$ cat config.mk
export PLATFORM = sky130hd
export DESIGN_NAME = alu_issue_ctrl
export DESIGN_NICKNAME = d
export VERILOG_FILES = /design/src/rtl/alu_pkg.sv /design/src/rtl/alu_issue_ctrl.sv
export SDC_FILE = /design/constraint.sdc
export NUM_CORES = 1
export LEC_CHECK = 0
export ABC_AREA = 1
export CAP_MARGIN = 10
export CORE_MARGIN = 8
export CORE_UTILIZATION = 45
export CTS_CLUSTER_DIAMETER = 150
export DETAILED_ROUTE_END_ITERATION = 16
export DONT_BUFFER_PORTS = 1
export HOLD_SLACK_MARGIN = 0.08
export PLACE_DENSITY_LB_ADDON = 0.12
export SYNTH_ARGS = -nofsm -noshare
export SYNTH_HDL_FRONTEND = slang
export SYNTH_SLANG_ARGS = --single-unit
$ cat constraint.sdc
create_clock -name clk -period 13.9 [get_ports clk]
set_input_delay 3.475 -clock clk [delete_from_list [all_inputs] [get_ports clk]]
set_output_delay 3.475 -clock clk [all_outputs]
set_load 0.02 [all_outputs]
$ cat src/rtl/alu_pkg.sv
`default_nettype none
// +----------------------------------------------------------------------+
// | alu_pkg: opcodes and issue-controller state encoding shared by the   |
// | ALU datapath blocks.                                                 |
// | Rev 1.0                                                              |
// +----------------------------------------------------------------------+
package alu_pkg;

  localparam logic [2:0] OP_MOV  = 3'b000;
  localparam logic [2:0] OP_NOT  = 3'b001;
  localparam logic [2:0] OP_ADD  = 3'b010;
  localparam logic [2:0] OP_NOR  = 3'b011;
  localparam logic [2:0] OP_SUB  = 3'b100;
  localparam logic [2:0] OP_NAND = 3'b101;

  localparam int c_CNT_W = 4;

  typedef enum logic [1:0] {
    IDLE = 2'd0,
    WAIT = 2'd1,
    RESP = 2'd2
  } state_t;

endpackage
`default_nettype wire

$ cat src/rtl/alu_issue_ctrl.sv
`default_nettype none
// +----------------------------------------------------------------------+
// | alu_issue_ctrl: handshaked initiator that issues one ALU operation,  |
// | waits LAT cycles and returns the reg_file result and flags.          |
// | Rev 1.0                                                              |
// +----------------------------------------------------------------------+
module alu_issue_ctrl
  import alu_pkg::*;
#(
  parameter int n   = 32,
  parameter int LAT = 2
) (
  input  logic         clk,
  input  logic         rst,
  input  logic         req_valid,
  output logic         req_ready,
  input  logic [2:0]   req_op,
  input  logic [n-1:0] req_a,
  input  logic [n-1:0] req_b,
  output logic [n-1:0] R2,
  output logic [n-1:0] R3,
  output logic [2:0]   ALUOp,
  input  logic [n-1:0] R0,
  input  logic         overflow_in,
  input  logic         zero_in,
  input  logic         carry_in,
  output logic         rsp_valid,
  input  logic         rsp_ready,
  output logic [n-1:0] rsp_result,
  output logic         rsp_overflow,
  output logic         rsp_zero,
  output logic         rsp_carry,
  output logic [2:0]   rsp_op,
  output logic [15:0]  ops_done
);

  localparam logic [c_CNT_W-1:0] c_LAT = c_CNT_W'(LAT);

  state_t               r_state;
  state_t               w_state_nxt;
  logic [c_CNT_W-1:0]   r_cnt;
  logic [n-1:0]         r_r2;
  logic [n-1:0]         r_r3;
  logic [2:0]           r_aluop;
  logic [n-1:0]         r_rsp_result;
  logic                 r_rsp_overflow;
  logic                 r_rsp_zero;
  logic                 r_rsp_carry;
  logic [2:0]           r_rsp_op;
  logic [15:0]          r_ops_done;

  logic w_accept;
  logic w_capture;
  logic w_handshake;

  assign req_ready   = (r_state == IDLE);
  assign rsp_valid   = (r_state == RESP);
  assign w_accept    = req_valid && req_ready;
  assign w_capture   = (r_state == WAIT) && (r_cnt == 4'd1);
  assign w_handshake = rsp_valid && rsp_ready;

  always_ff @(posedge clk or posedge rst) begin
    if (rst) begin
      r_state <= IDLE;
    end else begin
      r_state <= w_state_nxt;
    end
  end

  always_comb begin
    w_state_nxt = r_state;
    case (r_state)
      IDLE:    if (w_accept)    w_state_nxt = WAIT;
      WAIT:    if (w_capture)   w_state_nxt = RESP;
      RESP:    if (w_handshake) w_state_nxt = IDLE;
      default:                  w_state_nxt = IDLE;
    endcase
  end

  // Operand registers only move on accept so the ALU sees a stable
  // operation for the whole latency window and the response phase.
  always_ff @(posedge clk or posedge rst) begin
    if (rst) begin
      r_r2    <= '0;
      r_r3    <= '0;
      r_aluop <= OP_MOV;
      r_cnt   <= '0;
    end else if (w_accept) begin
      r_r2    <= req_a;
      r_r3    <= req_b;
      r_aluop <= req_op;
      r_cnt   <= c_LAT;
    end else if (r_state == WAIT) begin
      r_cnt   <= r_cnt - 4'd1;
    end
  end

  always_ff @(posedge clk or posedge rst) begin
    if (rst) begin
      r_rsp_result   <= '0;
      r_rsp_overflow <= 1'b0;
      r_rsp_zero     <= 1'b0;
      r_rsp_carry    <= 1'b0;
      r_rsp_op       <= OP_MOV;
      r_ops_done     <= '0;
    end else begin
      if (w_capture) begin
        r_rsp_result   <= R0;
        r_rsp_overflow <= overflow_in;
        r_rsp_zero     <= zero_in;
        r_rsp_carry    <= carry_in;
        r_rsp_op       <= r_aluop;
      end
      if (w_handshake) begin
        r_ops_done <= r_ops_done + 16'd1;
      end
    end
  end

  assign R2           = r_r2;
  assign R3           = r_r3;
  assign ALUOp        = r_aluop;
  assign rsp_result   = r_rsp_result;
  assign rsp_overflow = r_rsp_overflow;
  assign rsp_zero     = r_rsp_zero;
  assign rsp_carry    = r_rsp_carry;
  assign rsp_op       = r_rsp_op;
  assign ops_done     = r_ops_done;

endmodule
`default_nettype wire

==> metrics <==
Remaining Overflow, GRT 0; Final Total Pwr 1.56 mW; dpl hpwl 8.52 mm; die area 0.0154 mm²; clock-pin slew on the worst setup and hold paths 0.05 ns; final setup margin 9.02 ns; hold_buf cts 0; # DRC 0; critical path class flip-flop to output pin; CTS root buf clkbuf_16; Slew Limit Fails 0; Ys Warns 0; initial core utilization 46.1%; clk sinks 127; Worst path max stage delay 0.50 ns; sequential area share after synthesis 60.3%; Worst setup SP type flip-flop; area grow syn2layout 10.9%; syn_nets 545; Slew headroom 26.4%; Max Cap Viol 0; slew at the pin with the worst max-slew slack 1.10 ns; first-pass GRT wire length 18.2 mm; final setup violation count 0; layout cells sized above 1 22.2%; Yosys reg bits 127; Cell Rows 39; Hold Fails Final Rpt 0; cell area power density 267 mW/mm²; number of DRC markers in iteration 0 132; routed wire length 11.6 mm; nets 551; crit share post-route 35.1%; # diodes 0; antenna violations before repair 0; worst-path cell chain inv_1, nor2_1; min-delay worst type flip-flop to flip-flop; FILL cells 1,008; CTS tree yes; Lkg Pwr 2.96 nW; Max VDD drop 0.136 mV; Post-Syn Area 0.00527 mm²; Synth Area per Inst 12.1 µm²; Port Buf Inserts 0; CP top delay family flip-flops; CP Capture Type output pin; Fin Clk Skew 0.00732 ns; Mapped Cells 436; I/O pins 229; CP arrival 1.41 ns; cts bufs inserted 17; RSZ-0062 raised after global routing false; first drt pass iteration count 4; setup TNS 0 ns; post-route antenna net violation count 0; H-tree depth 4; GP Congestion 0.719; Yosys cell types 28; multi-input logic area 0.00175 mm²; Clock Path Buffers 2; all-layer global routing usage 15.1%; Crit-path slowest cell dfrtp_1; sequential cell area 0.00318 mm²; chip height 124 µm; vias after detailed routing 3,016; DR WL/cell 19.6 µm; vias per inst 5.09; Max Freq 205 MHz; CP Max Fanout 4; core area 0.0114 mm²; Die X 124 µm; Buf+Inv Stages, Crit Path 1; vias in the first global route 3,097; outcome finished, final reports clean; worst reg2reg setup slack 11.80 ns; Worst Path Required 10.43 ns; postcts setup bufs 0; Fin Hold WS 0.499 ns; clk_lat worst skew 0.41 ns; Tmin final 4.88 ns; CTS-repair resized insts 0; Place WS 8.94 ns; largest net degree at the start of global routing 82
routing by layer:
metal	GRT usage (%)	routed length (µm)	vias to the layer above
met2	24.3	5840	137
li1	-	-	1410
met5	0	0	-
met3	8.47	1270	19
met1	15.9	4260	1450
met4	6.87	234	0
power by group:
group	switching [mW]	leakage [nW]	internal (mW)
clock	0.139	0.245	0.235
sequential	0.334	1.54	0.537
combinational	0.132	1.17	0.181
path summary, 6_finish.rpt:
kind / from / cells past startpoint / endpoint
min in group asynchronous: rst / 1 / R2[16]
min reg2reg: r_cnt[3] / 1 / r_cnt[3]
max in group asynchronous: rst / 2 / R2[9]
min: r_cnt[3] / 1 / r_cnt[3]
max reg2reg: r_state[1] / 4 / R2[28]
max: r_state[1] / 2 / rsp_valid
cell usage in the layout (no fill, tap or decap), drive strengths merged, types with 13 or more instances in the layout:
| cell type | instances |
|---|---|
| mux2 | 65 |
| dfrtp | 127 |
| o21ai | 43 |
| inv | 58 |
| nand2 | 73 |
| nor2 | 16 |
| clkbuf | 25 |
| nand3 | 13 |
cell usage after synthesis:
| library cell | count | area share, % |
|---|---|---|
| dfrtp_1 | 127 | 60 |
| nand2_1 | 72 | 5.1 |
| inv_1 | 57 | 4.1 |
| mux2_4 | 39 | 11 |
| o21ai_0 | 35 | 3.3 |
| mux2_2 | 26 | 5.6 |
| nor2_1 | 12 | 0.85 |
| nand3_1 | 11 | 1.0 |
| buf_6 | 9 | 1.9 |
| o21ai_1 | 8 | 0.76 |
| a21oi_1 | 5 | 0.47 |
| nand4_1 | 5 | 0.59 |
| xnor2_1 | 5 | 0.83 |
| buf_2 | 3 | 0.28 |
| clkbuf_1 | 3 | 0.21 |
| ha_1 | 3 | 0.71 |
| nor2_4 | 3 | 0.64 |
| xor2_1 | 3 | 0.50 |
| clkbuf_2 | 1 | 0.095 |
| inv_2 | 1 | 0.071 |
| nand2_2 | 1 | 0.12 |
| nand3_2 | 1 | 0.19 |
| nand3_4 | 1 | 0.33 |
| nand3b_1 | 1 | 0.14 |
| nor2_2 | 1 | 0.12 |
| nor3_4 | 1 | 0.31 |
| o211ai_1 | 1 | 0.14 |
| o31ai_1 | 1 | 0.14 |
sequential cells by signal, summed over array words and instances, names as in the netlist:
register	cells
R3	32
r_state	2
ALUOp	3
rsp_overflow	1
rsp_result	32
r_cnt	4
ops_done	16
rsp_op	3
rsp_zero	1
R2	32
rsp_carry	1
metrics by stage:
step,cells,area [µm²],util (%)
after global placement,566,5350,46.8
after CTS,593,5840,51.2
after floorplan,436,5270,-
after detailed placement,566,5350,46.8
after global routing,593,5840,51.2
final,593,5840,51.2
final cells by class:
class	instances	share of cell area, %
Clock buffer	25	8.31
Sequential cell	127	54.4
Clock inverter	2	0.171
Tap cell	143	3.06
Multi-Input combinational cell	235	29.9
Inverter	58	3.77
Timing Repair Buffer	3	0.386
cells by family (layout without fill, tap and decap cells):
family,Yosys count,in the layout,synth area share [%]
adders and majority gates,3,3,0.712
buffers and inverters,74,88,6.65
AOI/OAI and AO/OA,50,50,4.84
DFF,127,127,60.3
xor gates and xnor gates,8,8,1.33
and+or+nand+nor,109,109,9.48
muxes,65,65,16.7
No activity file was read; power rests on OpenSTA's default activity.
